**src/rtl/register_file_mp.sv**
```systemverilog
// Multi-port integer register file with write-to-read bypass, a busy
// scoreboard for RAW hazard detection, and a post-reset clear sweep.
module register_file_mp #(
  parameter int unsigned DATA_WIDTH = 32,
  parameter int unsigned ADDR_WIDTH = 5,
  parameter int unsigned NUM_READ   = 2,
  parameter int unsigned ZERO_REG   = 1,
  parameter int unsigned BYPASS     = 1
) (
  input  logic                             clock,
  input  logic                             reset_n,
  output logic                             ready,
  input  logic [NUM_READ*ADDR_WIDTH-1:0]   read_addr,
  output logic [NUM_READ*DATA_WIDTH-1:0]   read_data,
  output logic [NUM_READ-1:0]              read_busy,
  input  logic                             write_enable,
  input  logic [ADDR_WIDTH-1:0]            write_addr,
  input  logic [DATA_WIDTH-1:0]            write_data,
  input  logic                             reserve_enable,
  input  logic [ADDR_WIDTH-1:0]            reserve_addr
);

  localparam int unsigned DEPTH = 2 ** ADDR_WIDTH;
  localparam int unsigned CNT_W = ADDR_WIDTH + 1;
  localparam logic [CNT_W-1:0] LAST_IDX = CNT_W'(DEPTH - 1);
  localparam bit ZERO_EN = (ZERO_REG != 0);
  localparam bit BYP_EN  = (BYPASS != 0);

  typedef enum logic {
    ST_CLEAR = 1'b0,
    ST_RUN   = 1'b1
  } state_t;

  state_t                  state_q, state_d;
  logic [CNT_W-1:0]        cnt_q, cnt_d;
  logic                    ready_d;
  logic                    sweep_we;
  logic                    run;
  logic                    wr_commit;
  logic                    rsv_commit;
  logic [DATA_WIDTH-1:0]   mem [DEPTH];
  logic [DEPTH-1:0]        busy_q;

  assign run        = (state_q == ST_RUN);
  assign wr_commit  = run && write_enable &&
                      !(ZERO_EN && (write_addr == '0));
  assign rsv_commit = run && reserve_enable &&
                      !(ZERO_EN && (reserve_addr == '0));

  // State, sweep counter and ready flag
  always_ff @(posedge clock) begin
    if (!reset_n) begin
      state_q <= ST_CLEAR;
      cnt_q   <= '0;
      ready   <= 1'b0;
    end else begin
      state_q <= state_d;
      cnt_q   <= cnt_d;
      ready   <= ready_d;
    end
  end

  // Next state: sweep one register per cycle, then enter RUN
  always_comb begin
    state_d  = state_q;
    cnt_d    = cnt_q;
    ready_d  = ready;
    sweep_we = 1'b0;
    case (state_q)
      ST_CLEAR: begin
        sweep_we = 1'b1;
        cnt_d    = cnt_q + CNT_W'(1);
        if (cnt_q == LAST_IDX) begin
          state_d = ST_RUN;
          ready_d = 1'b1;
        end
      end
      ST_RUN: begin
        ready_d = 1'b1;
      end
      default: begin
        state_d = ST_CLEAR;
      end
    endcase
  end

  // Storage array; reset leaves contents alone, the sweep clears them
  always_ff @(posedge clock) begin
    if (reset_n) begin
      if (sweep_we) begin
        mem[cnt_q[ADDR_WIDTH-1:0]] <= '0;
      end else if (wr_commit) begin
        mem[write_addr] <= write_data;
      end
    end
  end

  // Busy scoreboard; reserve is applied last so it wins on a same-address edge
  always_ff @(posedge clock) begin
    if (!reset_n) begin
      busy_q <= '0;
    end else begin
      if (wr_commit) begin
        busy_q[write_addr] <= 1'b0;
      end
      if (rsv_commit) begin
        busy_q[reserve_addr] <= 1'b1;
      end
    end
  end

  // Asynchronous read ports with optional same-cycle bypass
  for (genvar i = 0; i < NUM_READ; i++) begin : g_rd
    logic [ADDR_WIDTH-1:0] addr;
    logic                  zero_hit;
    logic                  byp_hit;

    assign addr     = read_addr[i*ADDR_WIDTH +: ADDR_WIDTH];
    assign zero_hit = ZERO_EN && (addr == '0);
    assign byp_hit  = BYP_EN && run && write_enable && (write_addr == addr);

    assign read_data[i*DATA_WIDTH +: DATA_WIDTH] =
      (!run || zero_hit) ? '0 : (byp_hit ? write_data : mem[addr]);
    assign read_busy[i] = run && !zero_hit && !byp_hit && busy_q[addr];
  end

endmodule

```
**config.mk**
```make
export PLATFORM = sky130hd
export DESIGN_NAME = register_file_mp
export DESIGN_NICKNAME = d
export VERILOG_FILES = /design/src/rtl/register_file_mp.sv
export SDC_FILE = /design/constraint.sdc
export NUM_CORES = 1
export LEC_CHECK = 0
export BUFFER_PORTS_ARGS = -buffer_cell sky130_fd_sc_hd__buf_4
export CAP_MARGIN = 25
export CORE_UTILIZATION = 53
export CTS_BUF_LIST = sky130_fd_sc_hd__clkbuf_4 sky130_fd_sc_hd__clkbuf_8 sky130_fd_sc_hd__clkbuf_16
export CTS_CLUSTER_DIAMETER = 50
export DETAILED_ROUTE_END_ITERATION = 8
export PLACE_DENSITY = 0.73
export SYNTH_ARGS = -nofsm -noshare
export SYNTH_HDL_FRONTEND = slang
export SYNTH_SLANG_ARGS = --single-unit
export TNS_END_PERCENT = 1
```
**constraint.sdc**
```tcl
create_clock -name clock -period 5.6 [get_ports clock]
set_clock_uncertainty 0.2 [all_clocks]
set_input_delay 0 -clock clock [delete_from_list [all_inputs] [get_ports clock]]
set_output_delay 0 -clock clock [all_outputs]
set_load 0.01 [all_outputs]
```
Yosys cells after proc, flatten, opt, wreduce, memory -nomap -nowiden
Memory sizes are Yosys's and may differ from the RTL's.
Cells that the tools add are included.
{"block": "totals", "reg_bits": 40, "ram_bits": 1024, "output_inout_bits": 67, "memories": 1}
{"block": "classes", "n_addsub": 1, "magnitude_cmp": 6, "eq_ne": 4, "mux": 29, "n_bitwise": 4, "reduce_logical": 28}
{"memory": "mem", "depth": 32, "width": 32, "rd": 2, "rd_clocked_by_memory_dff": 0, "write_ports": 1, "line": "41", "text": "logic [DATA_WIDTH-1:0] mem [DEPTH];"}
{"operator": "two-way mux 32 bit", "count": 8}
{"operator": "AND 32 bit", "count": 1}
{"operator": "inverter 32 bit", "count": 1}
{"operator": "OR 32 bit", "count": 1}
{"operator": "OR reduction 32 bit", "count": 1}
{"operator": "less-than comparator 5 x 6 -> 1 bit (second input constant)", "count": 4}
{"operator": "logical NOT 5 bit", "count": 4}
{"operator": "two-way mux 1 bit", "count": 15}
{"operator": "logical AND 1 bit", "count": 14}
{"operator": "binary-select mux 1 bit (select 5 bit)", "count": 2}
{"operator": "demux 1 bit (select 5 bit)", "count": 2}
{"operator": "equality test 5 bit", "count": 2}
{"operator": ">= comparator 5 x 1 -> 1 bit (second input constant)", "count": 2}
{"operator": "logical NOT 1 bit", "count": 7}
{"operator": "adder 6 x 1 -> 6 bit (second input constant)", "count": 1}
{"operator": "equality test 6 x 5 -> 1 bit (second input constant)", "count": 1}
{"operator": "two-way mux 5 bit", "count": 1}
{"operator": "logical OR 1 bit", "count": 2}
{"operator": "!= test 2 bit (second input constant)", "count": 1}
{"operator": "one-hot mux 1 bit (2 select lines)", "count": 1}
{"operator": "inverter 1 bit", "count": 1}

Logic depth before layout (Yosys ltp)
{"block": "depth", "ltp_word": 10, "mapped_depth": 9}

Least setup slack after synthesis
No wires, ideal clock.
{"block": "synth_path", "kind": "register -> register", "from": "register state_q, in the netlist run", "to": "memory mem[17][0], enable pin", "setup_time_ps": 421, "arrival_time_ps": 2767, "t_required_ps": 4979, "slack_ps": 2212, "path_stages_with_launch": 8, "cell_sequence": "dfxtp_1 -> and2_1 -> o311a_1 -> buf_6 -> buf_12 -> mux2i_4 -> nand2_1 -> nor2_1"}
{"block": "synth_between", "elab_chain_cells": 8}
{"item": "start, declared", "line": "34", "text": "state_t state_q, state_d;"}
{"item": "start signal, assigned", "line": "57", "text": "state_q <= state_d;"}
{"item": "logical AND 1 bit (2 in a row)", "line": "45", "text": "assign wr_commit = run && write_enable &&"}
{"item": "two-way mux 1 bit", "line": "92", "text": "end else if (wr_commit) begin"}
{"item": "two-way mux 1 bit", "line": "90", "text": "if (sweep_we) begin"}
{"item": "two-way mux 1 bit", "line": "89", "text": "if (reset_n) begin"}
{"item": "two-way mux 1 bit (not written as such)", "line": "93", "text": "mem[write_addr] <= write_data;"}
{"item": "OR reduction 32 bit (no line)"}
{"item": "two-way mux 5 bit (no line) or two-way mux 1 bit (tied branches)"}
{"item": "end, declared", "line": "41"}
Several ways; a longest one is shown, not always the timed one.

Worst setup path after layout
{"block": "layout_path", "from": "register state_q, in the netlist run", "to": "memory mem[31][16], enable pin"}
The elaborated chain is that of the path after synthesis.

==> run metrics <==
synthesized flop and latch total 1064; CTS H-tree lvls 3; count of cell types in the netlist 62; cell row count 113; share of the core filled with cells in the final layout 0.6124; IR Drop Worst-Case VDD 0.0002340 V; fraction of final layout cells sized beyond drive strength 1 0.2885; clock latency on the worst-skew pair 690 ps; critical path startpoint category flip-flop; leading cell types by total area after synthesis edfxtp_1 (61%), mux4_2 (17%), mux2i_1 (4.9%); class of the most critical hold timing path in -> reg; dominant delay contributor by cell family on the critical path simple AND/OR/NAND/NOR gates; number of antenna violations at the first check in global routing 9; Die X-Extent 311.6 µm; Max-Slew Margin vs Limit 0.2577; Crit path required time 5800 ps; pre-CTS setup slack 1244 ps; number of nets in the final layout 3176; Logic pwr share 0.066; standard cell area after detailed placement 53530 µm²; crit path max-delay cell type nor2_4; fraction of the cycle the final worst path needs 0.7972; clock-pin slew reported for the worst setup and hold paths after clock tree synthesis 60 ps; vias per cell 7.270; kind of end point of the critical path flip-flop; Layout Cell Area excl Fill 58190 µm²; number of gates resized after CTS 0; detailed-router iteration count before antenna repair 6; top achievable clock speed 224.0 MHz; area of the core 95010 µm²; Post-Syn Area per Cell 17.19 µm²; post-route insts no fill 4475; Antenna diodes 0; slew of the pin with the lowest slew margin 1111 ps; critical path peak fanout 25; count of clock tree sinks 1064; wire length of the first global-routing pass 225300 µm; maximum count of clock buffers along a single path 3; first-iteration detailed-routing DRC count 5082; clock network fraction of total power 0.443; leakage power figure 20.07 nW; detailed-route wire length 155800 µm; sum of internal, switching and leakage power 17.64 mW; Ys Warns 0; drt drc 0; quantity of hold-fixing buffers added after cts 51; combined buffer and inverter count along the critical path 2; most area-hungry cell type in the Yosys netlist edfxtp_1; status complete, no violations; vias in the first global route 32690; Die Area 97100 µm²; setup bufs post-CTS 0; global placer's final weighted congestion 0.9433; cells after synthesis 2955; CP peak stage delay 930 ps; global-route total usage across every layer 0.3196; async set-or-reset flop fraction in the synthesized netlist 0; number of synthesized flops with an enable pin 1024; final number of setup-violating endpoints 0; number of nets in the synthesized netlist 3012; CTS tree yes; post-route ant nets 0; largest net degree at the start of global routing 115; fraction of power spent switching nets 0.2220; Fin Setup TNS 0 ps; fraction of post-synthesis cell area in the top cell type by area 0.6052; cell mode on critical path buf_4; io pins 123; Net Sw Power 3.917 mW; TritonCTS buffer count 112; startpoint-to-endpoint class of the critical path reg -> reg; via count 32530; final number of max-transition violations 0; height of the chip 311.6 µm; Final Hold Violating Endpoints 0; hpwl dp 97780 µm; per-cell routed wire length 34.82 µm; unrepaired setup endpoints after global routing false; cell internal pwr 13.73 mW; effective utilization at floorplan 0.5348; power density over the cells 303.2 nW/µm²; Port Buffer Count 122; worst hold margin 76.26 ps; dpl cells 4199; cell at the root of the clock tree clkbuf_16; most used cells in the layout excluding fill and tap cells edfxtp_1 (1024), mux4_2 (376), mux2i_1 (249); power share of the sequential group 0.491; signal arrival time at the worst endpoint 4670 ps; Period minus WS final 4464 ps; sequential-to-total area share from yosys stat 0.6210; Max Cap Viol 0; cell area after synthesis 50810 µm²; layout-stage area growth over the synthesis result 14.53%; Overflow after GRT 0; Most used DFF post-synth edfxtp_1; commonest non-fill, non-tap cell in the layout edfxtp_1; smallest setup slack after layout 1136 ps; CP Cell Sequence and2_1, o311a_2, buf_4, mux2i_4, nand2_1, nor2_4, buf_4
routing by layer:
metal,part of all wire,vias to the layer above,track usage
met1,0.35,16630,0.4229
met4,0.046,16,0.1352
met5,0.00073,-,0
li1,-,12890,-
met2,0.46,2532,0.4921
met3,0.14,470,0.09949
power by group through the flow:
stage,logic [mW],registers (mW),clock network [mW]
6_report,1.16,8.66,7.82
5_1_grt,1.20,8.66,8.13
4_1_cts,1.13,8.66,7.85
3_5_place_dp,1.11,8.83,0
3_3_place_gp,1.08,8.83,0
2_1_floorplan,0.740,8.82,0
state kept, by name, summed over array words and instances, names as in the netlist:
name and count:
busy_q 32, cnt_q 6, mem 1024, ready 1, run 1
tightest hold or removal path: cells and delay by family:
kind | cells | cell delay (ps)
and+or+nand+nor | 2 | 120
AOI/OAI and AO/OA | 1 | 80
buffers and inverters | 2 | 690
layout make-up:
type                            instances  area [µm²]
Tap cell                             1265        1583
Clock inverter                         72       904.6
Timing Repair Buffer                  296        2815
Sequential cell                      1064       31550
Multi-Input combinational cell       1636       18330
Fill cell                            6642       36820
Inverter                                9       33.78
Clock buffer                          133        2973
cell families after synthesis:
logic type / after synthesis / synth area share
buf+inv: 255 / 0.02468
fa+ha+maj: 1 / 0.0002462
mux: 696 / 0.2321
flops: 1064 / 0.6210
compound gates: 641 / 0.09304
simple gates: 285 / 0.02670
xor+xnor: 13 / 0.002241
synth_stat cells, drive strengths merged, types with 2 or more instances:
master	count
a221o	61
o22ai	4
nor2b	10
or3	4
o21bai	60
a31oi	6
o211ai	4
a221oi	120
a21oi	62
o221ai	31
edfxtp	1024
and2	41
mux4	376
nand2b	13
nor3b	4
clkbuf	112
buf	134
o21ai	124
a22oi	123
dfxtp	40
xnor2	12
and3	3
a21boi	31
mux2i	252
nand4	2
o21a	3
mux2	68
nor4	7
nor3	11
or2	4
nand2	57
nor2	110
nand3	15
clkinv	2
a2111oi	3
inv	7
a211oi	2
final timing paths:
check | startpoint | endpoint | slack (ps) | cells after the start
setup / recovery | run | mem[31][16] | 1140 | 7
hold / removal | reserve_addr[0] | busy_q[20] | 80 | 5
hold reg to reg | ready | ready | 290 | 1
setup reg to reg | run | mem[31][16] | 1140 | 7
No activity file was read; power rests on OpenSTA's default activity.
